[config.mk]
export PLATFORM = sky130hd
export DESIGN_NAME = pipe_ctrl
export DESIGN_NICKNAME = d
export VERILOG_FILES = /design/src/rtl/pipe_ctrl.sv
export SDC_FILE = /design/constraint.sdc
export NUM_CORES = 1
export LEC_CHECK = 0
export CORE_MARGIN = 1
export CORE_UTILIZATION = 48
export CTS_CLUSTER_DIAMETER = 120
export DETAILED_ROUTE_END_ITERATION = 10
export GPL_ROUTABILITY_DRIVEN = 0
export PLACE_DENSITY = 0.82
export SYNTH_ARGS = -nofsm -noshare
export SYNTH_HDL_FRONTEND = slang
export SYNTH_SLANG_ARGS = --single-unit
[constraint.sdc]
create_clock -name clk -period 3.5 [get_ports clk]
set_clock_uncertainty 0.15 [all_clocks]
set_input_delay 0.7 -clock clk [delete_from_list [all_inputs] [get_ports clk]]
set_output_delay 0.7 -clock clk [all_outputs]
set_load 0.01 [all_outputs]
[src/rtl/pipe_ctrl.sv]
// pipe_ctrl: central pipeline sequencer for the 5-stage core.
//
// Merges the per-stage stall requests into the 6-bit stall vector used by the
// PC and the inter-stage registers, and owns exception/ERET redirection. It
// raises a one-cycle flush with the redirect PC. A redirect is deferred while
// a data-bus transaction is in flight. It also keeps a saturating count of
// the cycles in which the PC was stalled.
//
// Ports:
//   clk, rst          clock; synchronous active-high reset
//   stallreq_if/id/ex/mem  per-stage stall requests (mem = highest priority)
//   excepttype        exception code from MEM stage, 0 = none
//   cp0_epc           current EPC from CP0
//   stall[5:0]        bit0 PC .. bit5 WB, 1 = stop (forced 0 during flush)
//   flush             clear all inter-stage registers this cycle
//   new_pc            redirect target, meaningful only when flush=1
//   stall_cnt         cycles with stall[0]=1, saturating at all-ones
module pipe_ctrl #(
  parameter logic [31:0] EXC_VECTOR     = 32'h0000_0020,
  parameter int          RECOVER_CYCLES = 2,
  parameter int          CNT_W          = 32
) (
  input  logic             clk,
  input  logic             rst,
  input  logic             stallreq_if,
  input  logic             stallreq_id,
  input  logic             stallreq_ex,
  input  logic             stallreq_mem,
  input  logic [31:0]      excepttype,
  input  logic [31:0]      cp0_epc,
  output logic [5:0]       stall,
  output logic             flush,
  output logic [31:0]      new_pc,
  output logic [CNT_W-1:0] stall_cnt
);

  localparam logic [31:0] CODE_ERET = 32'h0000_000e;

  typedef enum logic [1:0] {
    S_RUN,
    S_PEND,
    S_RECOVER
  } state_t;

  state_t             state_q, state_d;
  logic [3:0]         rcnt_q, rcnt_d;
  logic [31:0]        code_q, code_d;
  logic [31:0]        epc_q, epc_d;
  logic [CNT_W-1:0]   stall_cnt_q, stall_cnt_d;
  logic               exc;

  // Highest-priority request wins; each stage stalls itself and everything
  // upstream of it.
  function automatic logic [5:0] stall_enc(input logic r_if, input logic r_id,
                                           input logic r_ex, input logic r_mem);
    if (r_mem)      return 6'b011111;
    else if (r_ex)  return 6'b001111;
    else if (r_id)  return 6'b000111;
    else if (r_if)  return 6'b000011;
    else            return 6'b000000;
  endfunction

  function automatic logic [31:0] redirect_pc(input logic [31:0] code,
                                              input logic [31:0] epc);
    return (code == CODE_ERET) ? epc : EXC_VECTOR;
  endfunction

  function automatic logic [CNT_W-1:0] sat_inc(input logic [CNT_W-1:0] v);
    return (v == {CNT_W{1'b1}}) ? v : v + CNT_W'(1);
  endfunction

  always_comb begin
    state_d = state_q;
    rcnt_d  = rcnt_q;
    code_d  = code_q;
    epc_d   = epc_q;
    flush   = 1'b0;
    new_pc  = 32'h0;
    stall   = stall_enc(stallreq_if, stallreq_id, stallreq_ex, stallreq_mem);
    exc     = (excepttype != 32'h0) && (state_q == S_RUN);

    unique case (state_q)
      S_RUN: begin
        if (exc) begin
          if (!stallreq_mem) begin
            flush   = 1'b1;
            new_pc  = redirect_pc(excepttype, cp0_epc);
            state_d = S_RECOVER;
            rcnt_d  = 4'(RECOVER_CYCLES);
          end else begin
            // Bus busy: capture the exception now, since EPC may move on
            // before the transaction finishes.
            code_d  = excepttype;
            epc_d   = cp0_epc;
            state_d = S_PEND;
          end
        end
      end
      S_PEND: begin
        if (!stallreq_mem) begin
          flush   = 1'b1;
          new_pc  = redirect_pc(code_q, epc_q);
          state_d = S_RECOVER;
          rcnt_d  = 4'(RECOVER_CYCLES);
        end
      end
      S_RECOVER: begin
        rcnt_d = rcnt_q - 4'd1;
        if (rcnt_q <= 4'd1) begin
          state_d = S_RUN;
          rcnt_d  = 4'd0;
        end
      end
      default: state_d = S_RUN;
    endcase

    if (flush) stall = 6'b000000;

    if (rst) begin
      stall   = 6'b000000;
      flush   = 1'b0;
      new_pc  = 32'h0;
      state_d = S_RUN;
      rcnt_d  = 4'd0;
      code_d  = 32'h0;
      epc_d   = 32'h0;
    end

    stall_cnt_d = stall[0] ? sat_inc(stall_cnt_q) : stall_cnt_q;
    if (rst) stall_cnt_d = '0;
  end

  always_ff @(posedge clk) begin
    state_q     <= state_d;
    rcnt_q      <= rcnt_d;
    code_q      <= code_d;
    epc_q       <= epc_d;
    stall_cnt_q <= stall_cnt_d;
  end

  assign stall_cnt = stall_cnt_q;

endmodule

# Word level (Yosys, flattened, before mapping)
# Index checks and enable logic that the tools add are counted.
[classes]
n_addsub = 2
magnitude_cmp = 1
eq_ne = 8
mux = 26
n_bitwise = 1
n_reduce_logical = 8
[ops]
columns = ["cell", "n"]
rows = [
  ["$mux 32", 6],
  ["$eq 32x4->1 const B", 2],
  ["$pmux 32 s2", 1],
  ["$add 32x1->32 const B", 1],
  ["$eq 32x32->1 const B", 1],
  ["$reduce_bool 32->1", 1],
  ["$mux 4", 4],
  ["$mux 6", 2],
  ["$pmux 4 s3", 1],
  ["$mux 2", 5],
  ["$ne 2x2->1 const B", 3],
  ["$pmux 2 s3", 1],
  ["$reduce_and 3->1", 2],
  ["$mux 5", 1],
  ["$le 4x1->1 const B", 1],
  ["$reduce_and 2->1", 2],
  ["$sub 4x1->4 const B", 1],
  ["$mux 1", 3],
  ["$mux 3", 1],
  ["$reduce_bool 3->1", 1],
  ["$eq 2x1->1 const B", 1],
  ["$eq 2x2->1 const B", 1],
  ["$logic_not 2->1", 1],
  ["$pmux 1 s2", 1],
  ["2 further kinds", 2],
]
[word_totals]
register_bits = 102
inputBits = 70
output_inout_bits = 71

# Depth between registers and ports, before layout
# Gate-level depths: netlist of run 1.
[depth]
depth_word = 7
mapped_depth = 8
mapped_depth_nobuf = 7

# Worst setup path before layout of run 1
# No wires, ideal clock.
[synth_path]
path_kind = "input-to-output"
from = "in excepttype[11]"
to = "out new_pc[0]"
arrival_time_ns = 2.201
required_ns = 2.650
setup_slack_ns = 0.449
path_stages = 8
cell_sequence = "nor4_1 and3_1 nor3b_1 and3_1 clkbuf_1 buf_2 a22oi_1 nor2_1"
[synth_via]
elab_chain_cells = 6
[synth_lines]
columns = ["element", "line", "rtl"]
rows = [
  ["from (decl)", "29", "input logic [31:0] excepttype,"],
  ["$eq 32x4->1", "65", "return (code == CODE_ERET) ? epc : EXC_VECTOR;"],
  ["$mux 32", "65", ""],
  ["$mux 32", "85", "if (!stallreq_mem) begin"],
  ["$mux 32 *", "84", "if (exc) begin"],
  ["$pmux 32 s2 *", "82", "unique case (state_q)"],
  ["$mux 32 *", "119", "if (rst) begin"],
  ["to (decl)", "33", "output logic [31:0] new_pc,"],
]
# Every way passes the cells marked *; elsewhere a longest branch is shown, timed or not.

# Worst setup path after layout of run 1
[layout_path]
from = "in excepttype[29]"
to = "out new_pc[9]"
# The elaborated chain is that of the path after synthesis.

==> results.toml, run 1 <==
[drt]
wl_um = 13700
post_drt_wl_per_cell_um = 15.9
drt_first_pass_iters = 6
drtAntennaViolNets = 0
via_per_inst = 5.69
post-route-drc-count = 0
route.vias.total = 4901
initialDrtViolationCount = 225

[die]
die_x_um = 104
floorplan.io_pins = 141
floorplan.core_area_um2 = 9910
die-height_um = 104
floorplan.initialDensity_pct = 50.3
core.rowCount = 36
die-area_um2 = 10800

[synthesis]
synth_area_um2 = 4980
synth.largest_area_cell = "dfxtp_1"
avgSynthCellArea_um2 = 8.65
synthesis.nets = 649
number_of_synthesized_register_bits = 102
yosys.area.top_type_share_pct = 41.0
asyncSetResetFlopFracSynth_pct = 0
synth_ff_type = "dfxtp_1"
yosysWarnings = 0
post_synth_main_area_contributors = "dfxtp_1 (41%), mux2i_1 (13%), nor2_1 (8.8%)"
post_synth_inst_count = 576
synth.yosys.seq_area_share_pct = 41.0
synth_enable_flop_cells = 0
synth_cell_types = 50

[grt]
grt_usage_pct = 25.1
grt_max_degree = 59
grt_pass1_vias = 4830
met2_use_gr_pct = 44.3
met3_usage_pct = 5.95
grt_pass1_wl_um = 22500
overflow = 0
top_usage_layer = "met2"
gr-usage-met1_pct = 30.3
antenna_found_initial = 0

[setup_path]
worst-endpoint-required_ps = 2650
slowest_delay_ps = 470
reg2reg_slack_ps = 900
crit_slowest_cell = "clkdlybuf4s50_1"
worst-endpoint-arrival_ps = 2560
timing.critical_path.fanout_max = 13
crit_path_end_kind = "output pin"
crit_buf_inv = 3
crit_family = "simple AND/OR/NAND/NOR gates"
r2r_cells = 7
critPathLaunchType = "input pin"
critical_path_cell_sequence = "clkdlybuf4s50_1, or3_4, nor3b_4, and3_4, buf_12, a22oi_1, nor2_1, dlygate4sd2_1"
timing.rr.end = "stall_cnt[4]"
critPathKind = "input pin to output pin"
critical_path.reg2reg.startpoint = "stall_cnt[4]"

[clocking]
ctsLongestPathBuffers = 2
cts_made_buffers = 9
cts.clk_slew.worst_paths_ps = 90
clock-root-buffer = "clkbuf_8"
insertion_delay_ps = 360
cts_tree = "yes"
htree_num_levels = 3
cts.sink_count = 102
hold_fix_buffer_count_after_cts = 0

[final_layout]
insertedDiodeCount = 0
n_fill_cell = 795
nNetsFinal = 796
areaGrowthSynthToFinish_pct = 37.6
ratio_of_cells_with_drive_above_1_in_the_final_layout_pct = 15.9
multi_input_area_um2 = 2760
layout_commonest_cell = "nor2_1"
final_cell_mix = "nor2_1 (116), dfxtp_1 (102), clkdlybuf4s50_1 (74), mux2i_1 (64), buf_4 (37)"
area.sequential_um2 = 2040

[timing]
whs_ps = 350
hold_violations = 0
worst_pin_slew_ps = 566
slew_viol_final = 0
setup_slack_ps = 87.1
fin_crit_ps = 3410
fmax_ghz = 0.293
slew_headroom_pct = 62.3
final_min_period_over_clock_period_pct = 97.5
setup_viol = 0

[power_and_ir_drop]
total_leakage_power_nw = 2.77
p_per_area_nw_per_um2 = 342
worst_vdd_drop_uv = 246

[min_path]
beginning_of_the_worst_hold_path = "stall_cnt[13]"
hold_path_class = "flip-flop to flip-flop"
hold_path_depth = 2
hold_path_end = "stall_cnt[13]"

[status]
result_of_the_run = "completed"

[place]
numPortBuffers = 139
detailed_place_hpwl_um = 9420
dp_worst_setup_slack_ps = -554

[flow_run]
cap_viol_max_count = 0
layer usage:
layer	vias to the layer above	share of wire, %
met2	157	50
met5	-	0
met4	0	1.5
met3	16	5.9
li1	2418	-
met1	2310	42
cell type report:
cell class	instances	share of cell area (%)
Timing Repair Buffer	183	24.2
Clock inverter	7	1.04
Multi-Input combinational cell	418	40.3
Tap cell	133	2.43
Sequential cell	102	29.8
Clock buffer	9	1.81
Inverter	9	0.493
metrics by stage:
stage / std cells / setup TNS (ps) / instance area, µm² / util (%) / total power, W
3_5_place_dp: 837 / -17430 / 6620 / 66.8 / 0.00163
4_1_cts: 859 / 0 / 6810 / 68.7 / 0.00236
5_1_grt: 861 / -383 / 6850 / 69.2 / 0.00244
6_report: 861 / 0 / 6850 / 69.2 / 0.00234
2_1_floorplan: 576 / 0 / 4980 / - / 0.00145
3_3_place_gp: 837 / -15810 / 6620 / 66.8 / 0.00161
where the power goes:
part	total, W	switching [W]	internal, W
registers	0.00125	0.0000350	0.00121
clock network	0.000740	0.000405	0.000335
logic	0.000353	0.000177	0.000176
kinds of logic after synthesis:
kind of cell	after synthesis	share of synthesized area [%]
muxes	66	13.3
DFF	102	41.0
other	1	0.0753
buffers and inverters	56	5.40
AOI/OAI and AO/OA	96	13.2
and+or+nand+nor	252	26.2
adders and majority gates	3	0.754
worst reg2reg max path, cell delays in order (launching register included):
cell and delay [ps]:
dfxtp_1 470, nand4_2 200, nor4_4 300, buf_4 210, and4_1 550, buf_4 370
o311ai_0 170, o41ai_1 80
Yosys cell counts, types with 3 or more instances:
| master | instances |
|---|---|
| a21oi_1 | 24 |
| a22oi_1 | 31 |
| and2_1 | 5 |
| and3_1 | 11 |
| and4_1 | 4 |
| buf_2 | 11 |
| buf_4 | 8 |
| clkbuf_1 | 25 |
| dfxtp_1 | 102 |
| ha_1 | 3 |
| inv_1 | 9 |
| mux2i_1 | 64 |
| nand2_1 | 15 |
| nand3_1 | 18 |
| nand4_1 | 11 |
| nor2_1 | 117 |
| nor3_1 | 11 |
| nor4_1 | 15 |
| o21ai_0 | 7 |
| o311ai_0 | 6 |
| o31ai_1 | 18 |
| or3_1 | 8 |
| or4_1 | 20 |
worst max path at each step:
| stage | slack (ps) | start | cells past startpoint | end |
|---|---|---|---|---|
| after floorplan | 450 | excepttype[11] | 8 | new_pc[0] |
| after global placement | -490 | excepttype[11] | 8 | stall[2] |
| after detailed placement | -550 | excepttype[11] | 9 | new_pc[27] |
| after CTS | 5 | excepttype[3] | 7 | stall[1] |
| after global routing | -70 | excepttype[19] | 10 | new_pc[9] |
| final | 90 | excepttype[29] | 8 | new_pc[9] |
timing repair:
action	in CTS	in global routing
buffers inserted	4	2
hold endpoints to repair	0	0
endpoints found under the setup margin	37	36
pin swaps	12	10
gates resized for setup	135	36
gates cloned	2	0
state kept, by name, indices dropped and copies added, names as in the netlist:
register and cells:
state_q 2, epc_q 32, rcnt_q 4, stall_cnt 32
code_q 32
(Power assumes the default switching activity.)
==> inputs of run 2 (changes only) <==
--- a/config.mk
+++ b/config.mk
@@ -10,7 +10,8 @@
 export CTS_CLUSTER_DIAMETER = 120
 export DETAILED_ROUTE_END_ITERATION = 10
 export GPL_ROUTABILITY_DRIVEN = 0
-export PLACE_DENSITY = 0.82
+export PLACE_DENSITY = 0.8
+export SKIP_CTS_REPAIR_TIMING = 1
 export SYNTH_ARGS = -nofsm -noshare
 export SYNTH_HDL_FRONTEND = slang
 export SYNTH_SLANG_ARGS = --single-unit
==> run 2 against run 1 <==
Sequential cell count did not move. Routed wire length rose by 3.6%. Non-clock buffer count did not move. Utilization rose by 2.6 points. Clock power rose by 5.5%. Critical endpoint is now flush. Largest cell class unchanged. Design area rose by 3.8%. Worst setup slack got worse by 78 ps. Die area did not move. Maximum frequency fell by 2.2%. Critical path type unchanged. First-iteration DRC count fell by 8.4%. Clock-buffer cell count rose by 2.
==> results.toml, run 2 (synthesized netlist as in run 1, its figures left out) <==
[power_and_ir_drop]
p_sw_w = 0.000593
p_per_area_nw_per_um2 = 336
worst_vdd_drop_uv = 236
total_power_w = 0.00239
reg_power_share_pct = 52.2
total_leakage_power_nw = 3.43
clock_power_share_pct = 32.7
power.internal_w = 0.00180
power_switching_share_pct = 24.8
share_comb_of_total_power_pct = 15.1

[timing]
fmax_ghz = 0.286
final_min_period_over_clock_period_pct = 99.8
slew_headroom_pct = 60.8
worst_pin_slew_ps = 587
slew_viol_final = 0
hold_violations = 0
setup_viol = 0
fin_crit_ps = 3490
whs_ps = 349

[drt]
post_drt_wl_per_cell_um = 16.5
initialDrtViolationCount = 206
via_per_inst = 5.74
drt_first_pass_iters = 5
post-route-drc-count = 0
drtAntennaViolNets = 0
wl_um = 14200
route.vias.total = 4940

[die]
die-height_um = 104
die_x_um = 104
die-area_um2 = 10800
floorplan.initialDensity_pct = 50.3
floorplan.core_area_um2 = 9910
floorplan.io_pins = 141
core.rowCount = 36

[final_layout]
layout_commonest_cell = "nor2_1"
final_cell_mix = "nor2_1 (116), dfxtp_1 (102), clkdlybuf4s50_1 (71), mux2i_1 (64), dlymetal6s2s_1 (63)"
insertedDiodeCount = 0
areaGrowthSynthToFinish_pct = 42.8
n_fill_cell = 752
instances_no_fill = 860
ratio_of_cells_with_drive_above_1_in_the_final_layout_pct = 11.3
nNetsFinal = 796

[setup_path]
worst-endpoint-arrival_ps = 2640
critPathLaunchType = "input pin"
worst-endpoint-required_ps = 2650
crit_path_end_kind = "output pin"
critPathKind = "input pin to output pin"
timing.critical_path.fanout_max = 4

[flow_run]
cap_viol_max_count = 0

[status]
result_of_the_run = "completed"

[grt]
grt_max_degree = 59
grt_pass1_vias = 4422
grt_usage_pct = 23.6
grt_pass1_wl_um = 21100
antenna_found_initial = 0
overflow = 0

[clocking]
insertion_delay_ps = 360
clock-root-buffer = "clkbuf_8"
cts.clk_slew.worst_paths_ps = 90
cts.sink_count = 102
htree_num_levels = 3
ctsLongestPathBuffers = 2
cts_made_buffers = 9
cts_tree = "yes"

[min_path]
hold_path_class = "flip-flop to flip-flop"

[place]
numPortBuffers = 139
placed_cells_incl_taps = 841
detailed_place_hpwl_um = 9610
run 2: changes by cell type in the layout (fill, tap and decap cells not counted), sizes merged:
cell	previous run	this run
bufinv	1	2
dlygate4sd2	20	0
clkinvlp	0	1
clkinv	3	1
clkbuf	17	14
inv	12	9
buf	68	46
clkdlybuf4s15	3	0
clkdlybuf4s50	74	71
dlymetal6s2s	10	63
run 2: layout make-up:
class / instances / area [µm²] / share of cell area, %
Clock buffer: 11 / 131 / 1.85
Clock inverter: 4 / 72.6 / 1.02
Inverter: 9 / 33.8 / 0.475
Multi-Input combinational cell: 418 / 2750 / 38.7
Sequential cell: 102 / 2040 / 28.7
Tap cell: 133 / 166 / 2.34
Timing Repair Buffer: 183 / 1920 / 26.9
run 2: critical path, stage by stage:
cell,delay (ps)
dlymetal6s2s_1,140
nor4_1,360
and3_1,270
nor3b_4,260
a21boi_1,120
buf_4,160
and2_1,150
clkdlybuf4s50_1,470
run 2: layer usage:
metal  GRT usage, %  wire, µm  vias to the layer above
li1               -         -                     2409
met1           30.2      6020                     2344
met2           40.1      7150                      161
met3           3.57       738                       26
met4           8.98       267                        0
met5              0         0                        -
run 2: power by group through the flow:
stage	clock network (W)	logic, W	registers, W
after CTS	0.000795	0.000358	0.00125
after floorplan	0	0.000190	0.00126
final	0.000781	0.000362	0.00125
after detailed placement	0	0.000357	0.00127
after global placement	0	0.000344	0.00127
after global routing	0.000848	0.000389	0.00125
run 2: path summary, 6_finish.rpt:
check	from	endpoint	slack (ps)	cells after the start
setup / recovery	excepttype[9]	flush	9	8
hold / removal	code_q[4]	code_q[4]	350	2
setup reg to reg	state_q[0]	stall_cnt[20]	990	7
hold reg to reg	code_q[4]	code_q[4]	350	2
run 2: metrics by stage:
stage	TNS [ps]	setup slack [ps]	utilization (%)	instance area, µm²
final	0	8.72	71.8	7110
after CTS	-18080	-592	69.2	6850
after detailed placement	-17940	-581	67.1	6650
after global placement	-16560	-497	67.1	6650
after floorplan	0	449	-	4980
after global routing	-629	-90.2	71.8	7110
